--- src/rtl/fwd_hazard_tracker.sv ---
// EX-stage forwarding select and load-use stall generator with its own in-flight destination pipeline.
// Optional FWD_HAZARD_STATS_EN adds saturating stall/forward event counters.
module fwd_hazard_tracker #(
    parameter int REG_ADDR_W = 5,
    parameter int NUM_SRC    = 2,
    parameter int FWD_DEPTH  = 2,
    localparam int SEL_W     = $clog2(FWD_DEPTH + 1)
) (
    input  logic                          clk,
    input  logic                          reset,
    input  logic                          hold,
    input  logic                          flush,
    input  logic                          id_valid,
    input  logic [NUM_SRC*REG_ADDR_W-1:0] id_src,
    input  logic [NUM_SRC-1:0]            id_src_used,
    input  logic [REG_ADDR_W-1:0]         id_rd,
    input  logic                          id_regwrite,
    input  logic                          id_memread,
    output logic [NUM_SRC*SEL_W-1:0]      fwd_sel,
    output logic                          load_use_stall
`ifdef FWD_HAZARD_STATS_EN
    ,
    output logic [15:0]                   stall_count,
    output logic [15:0]                   fwd_count
`endif
);

    // Entry 0 is ID/EX; entry k holds the instruction k registers past EX.
    logic                  vld_p [0:FWD_DEPTH];
    logic                  rw_p  [0:FWD_DEPTH];
    logic [REG_ADDR_W-1:0] rd_p  [0:FWD_DEPTH];
    logic                  mr_p0;
    logic [REG_ADDR_W-1:0] exSrc_p0 [NUM_SRC];
    logic [NUM_SRC-1:0]    exUsed_p0;
    logic                  srcHit;

    always_comb begin
        srcHit = 1'b0;
        for (int i = 0; i < NUM_SRC; i++) begin
            if (id_src_used[i] && (id_src[i*REG_ADDR_W +: REG_ADDR_W] == rd_p[0]))
                srcHit = 1'b1;
        end
        load_use_stall = id_valid && vld_p[0] && rw_p[0] && mr_p0 &&
                         (rd_p[0] != '0) && srcHit && !flush;
    end

    // Scan far-to-near so the nearest matching stage overwrites farther ones.
    always_comb begin
        fwd_sel = '0;
        for (int i = 0; i < NUM_SRC; i++) begin
            for (int k = FWD_DEPTH; k >= 1; k--) begin
                if (exUsed_p0[i] && (exSrc_p0[i] != '0) && vld_p[k] && rw_p[k] &&
                    (rd_p[k] == exSrc_p0[i]))
                    fwd_sel[i*SEL_W +: SEL_W] = SEL_W'(k);
            end
        end
    end

    always_ff @(posedge clk or posedge reset) begin
        if (reset) begin
            for (int k = 0; k <= FWD_DEPTH; k++) begin
                vld_p[k] <= 1'b0;
                rw_p[k]  <= 1'b0;
                rd_p[k]  <= '0;
            end
            mr_p0 <= 1'b0;
            for (int i = 0; i < NUM_SRC; i++)
                exSrc_p0[i] <= '0;
            exUsed_p0 <= '0;
        end else if (!hold) begin
            for (int k = 1; k <= FWD_DEPTH; k++) begin
                vld_p[k] <= vld_p[k-1];
                rw_p[k]  <= rw_p[k-1];
                rd_p[k]  <= rd_p[k-1];
            end
            if (flush || load_use_stall) begin
                vld_p[0]  <= 1'b0;
                rw_p[0]   <= 1'b0;
                rd_p[0]   <= '0;
                mr_p0     <= 1'b0;
                exUsed_p0 <= '0;
            end else begin
                vld_p[0]  <= id_valid;
                rw_p[0]   <= id_regwrite;
                rd_p[0]   <= id_rd;
                mr_p0     <= id_memread;
                // An empty ID slot never reads, so it can never request a forward.
                exUsed_p0 <= id_valid ? id_src_used : '0;
                for (int i = 0; i < NUM_SRC; i++)
                    exSrc_p0[i] <= id_src[i*REG_ADDR_W +: REG_ADDR_W];
            end
        end
    end

`ifdef FWD_HAZARD_STATS_EN
    function automatic logic [15:0] satInc(input logic [15:0] cnt);
        return (cnt == 16'hFFFF) ? cnt : cnt + 16'd1;
    endfunction

    always_ff @(posedge clk or posedge reset) begin
        if (reset) begin
            stall_count <= '0;
            fwd_count   <= '0;
        end else if (!hold) begin
            if (load_use_stall)
                stall_count <= satInc(stall_count);
            if (|fwd_sel)
                fwd_count <= satInc(fwd_count);
        end
    end
`endif

endmodule
--- config.mk ---
export PLATFORM = sky130hd
export DESIGN_NAME = fwd_hazard_tracker
export DESIGN_NICKNAME = d
export VERILOG_FILES = /design/src/rtl/fwd_hazard_tracker.sv
export SDC_FILE = /design/constraint.sdc
export NUM_CORES = 1
export LEC_CHECK = 0
export BUFFER_PORTS_ARGS = -buffer_cell sky130_fd_sc_hd__buf_4
export CORE_ASPECT_RATIO = 0.7
export CORE_MARGIN = 3
export CORE_UTILIZATION = 40
export CTS_BUF_LIST = sky130_fd_sc_hd__clkbuf_16
export CTS_CLUSTER_SIZE = 40
export DETAILED_ROUTE_END_ITERATION = 6
export PLACE_DENSITY = 0.56
export REMOVE_ABC_BUFFERS = 1
export SKIP_LAST_GASP = 1
export SYNTH_ARGS = -nofsm -noshare
export SYNTH_HDL_FRONTEND = slang
export SYNTH_SLANG_ARGS = --single-unit
export TNS_END_PERCENT = 20
--- constraint.sdc ---
create_clock -name clk -period 4.7 [get_ports clk]
set_input_delay 0.94 -clock clk [delete_from_list [all_inputs] [get_ports clk]]
set_output_delay 0.94 -clock clk [all_outputs]
set_load 0.1 [all_outputs]
==> flow_summary.ini <==
[timing]
slew_headroom_pct = 71.8
fmax_mhz = 314
fin_skew_ns = 0.00242
period_needed_ns = 3.19
rsz0062_at_grt = no
worst_pin_slew_ns = 0.423
post-route-period-util_pct = 67.8
setup_viol = 0
finalHoldViolations = 0
maxSlewViolCount = 0

[final_layout]
num-nets-final = 187
diodes = 0
final_area_um2 = 2110
drive_gt1_share_pct = 37.2
final_core_util_pct = 56.4
area_delta_synth_final_pct = 27.3
final_cell_count_no_fill = 214

[floorplan]
die_area_um2 = 4960
row_count = 18
die_w_um = 82.9
initial_core_util_pct = 44.3
io_pins = 29
coreArea_um2 = 3740
fp.dieH_um = 59.8

[power_and_ir_drop]
peakVddDrop_mv = 0.223
leakage_nw = 0.927
power.density_nw_per_um2 = 435
fin_total_pwr_uw = 917

[routing]
dr.first_iter.drc_count = 45
post_drt_wl_per_cell_um = 17.4
via_count = 1137
drc = 0
ant_nets = 0
viasPerCell = 5.31
totalWireLength_um = 3710
dr.pass1.iters = 4

[grt]
gr-usage-met2_pct = 22.7
grt_busiest_layer = met1
grt_overflow = 0
met1_usage_pct = 24.9
grt_pass1_vias = 1191
grt_pass1_wl_um = 6350
grt_max_degree = 35
grtUsageTotal_pct = 17.1
grt_antenna_before_repair = 0
grt_util_met3_pct = 4.96

[worst_setup_path]
worst_path_max_delay_cell = or4_1
cp_max_fo = 4
worstPathRequired_ns = 3.76
reg2reg_depth = 6
critPathCaptureType = output port
path_cells = or4_1 -> o21ai_0 -> nor4_1 -> nor3_1 -> buf_4
critPathKind = reg2out
cp-start-kind = flop
max_stage_delay_ns = 0.53
cp.arrival_ns = 2.25

[placement]
gp_congestion = 0.766
placed_area_um2 = 1920
placed_cells = 206
numPortBuffers = 28
dp.final_hpwl_um = 2750

[min_path]
hold_depth = 1
hp-class = reg2reg

[synth]
ys.warnings.count = 0
synth_ff_type = dfrtp_1
synth_top_area_share_pct = 51.4
synth_adder_area_share_pct = 0
ys_async_sr_fraction_pct = 100
yosys.area_share.simple_pct = 7.33
yosys_register_bits = 34
synth_edf_count = 0
yosys.area.top_type = dfrtp_1
ys_seq_area_share_pct = 51.4
yosysMostFrequentCell = dfrtp_1
ys_types = 21
synthMuxAreaShare_pct = 16.3
synth_top_family_by_area = multiplexers
netlist_area_um2 = 1660
syn_inst = 131
synth_compound_area_share_pct = 7.48
synth.avg_cell_area_um2 = 12.6
synth_area_leaders = dfrtp_1, mux2_2, xnor2_1
synth_xor_area_share_pct = 15.9
synth_common_cells = dfrtp_1, mux2_2, xnor2_1, xor2_1, a22o_1

[status]
outcome = completed

[clock_tree]
path_clk_slew_ns = 0.05
cts_hold_buf = 0
ctsResizeCount = 0
numCtsBuffers = 5
postCtsSetupBuffers = 0
clockBufferDepth = 2
cts_tree = yes
clkLatencyLatePin_ns = 0.27
cts-root-buf = clkbuf_16
htree_levels = 2
numClockSinks = 34

[run]
drv_cap = 0
per-stage QoR:
step / TNS (ns) / worst slack (ns) / hold slack (ns)
after floorplan: -3.30 / -1.67 / 0.457
after global placement: 0 / 1.70 / 0.476
after detailed placement: 0 / 1.70 / 0.488
after CTS: 0 / 1.48 / 0.502
after global routing: 0 / 1.35 / 0.539
final: 0 / 1.51 / 0.500
where the power goes:
part,internal [mW],switching [mW]
Combinational,0.0758,0.0474
Sequential,0.327,0.0482
Clock,0.302,0.116
Total,0.705,0.212
logic make-up after synthesis:
| family | count (synthesis) |
|---|---|
| AOI/OAI and AO/OA | 15 |
| xor gates and xnor gates | 30 |
| buffers and inverters | 6 |
| DFF | 34 |
| muxes | 24 |
| and+or+nand+nor | 22 |
sequential cells by signal, summed over array words and instances, names as in the netlist:
name / cells
vld_p: 3
mr_p0: 1
rd_p: 15
exSrc_p0: 10
exUsed_p0: 2
rw_p: 3
cell usage in the layout, fill, tap and decap left out, drive strengths merged:
cell    Yosys  routed
o21ai       2       2
nand4       7       7
nor3        3       3
nand2       4       4
a211oi      1       1
nor2        2       2
xnor2      20      20
buf         2      30
a32o        2       2
clkinv      0       1
o22ai       1       1
dfrtp      34      34
inv         1       1
or4         2       2
bufinv      0       2
mux2       24      24
clkbuf      3       5
a22o        8       8
a21oi       1       1
nor4        4       4
xor2       10      10
layer usage:
| metal | routed length (um) | up-vias |
|---|---|---|
| li1 | - | 536 |
| met2 | 1490 | 30 |
| met3 | 209 | 7 |
| met4 | 84 | 0 |
| met5 | 0 | - |
| met1 | 1930 | 564 |
area by class of cell:
type | count | area (um2)
multi-input cells | 91 | 778
inverters | 1 | 3.75
fillers | 347 | 1630
flip-flops and latches | 34 | 851
repair buffers | 30 | 225
clock buffers | 5 | 125
clock inverters | 3 | 63.8
well taps | 50 | 62.6
worst max-delay path, delay by kind of cell (launching register included):
family | cells | cell delay [ns]
AND/OR/NAND/NOR | 3 | 0.87
flip-flops | 1 | 0.45
buffers and inverters | 1 | 0.32
AO/OA/AOI/OAI | 1 | 0.31
worst paths after layout:
path                                    from      endpoint  slack [ns]
worst min register to register  exUsed_p0[0]  exUsed_p0[0]        0.50
worst min-delay path            exUsed_p0[0]  exUsed_p0[0]        0.50
min in group asynchronous              reset       rw_p[0]        0.76
worst max register to register      rd_p[10]   exSrc_p0[0]        2.69
max in group asynchronous              reset      rd_p[14]        3.64
worst max-delay path             exSrc_p0[5]    fwd_sel[1]        1.51
No activity file was read; power rests on OpenSTA's default activity.
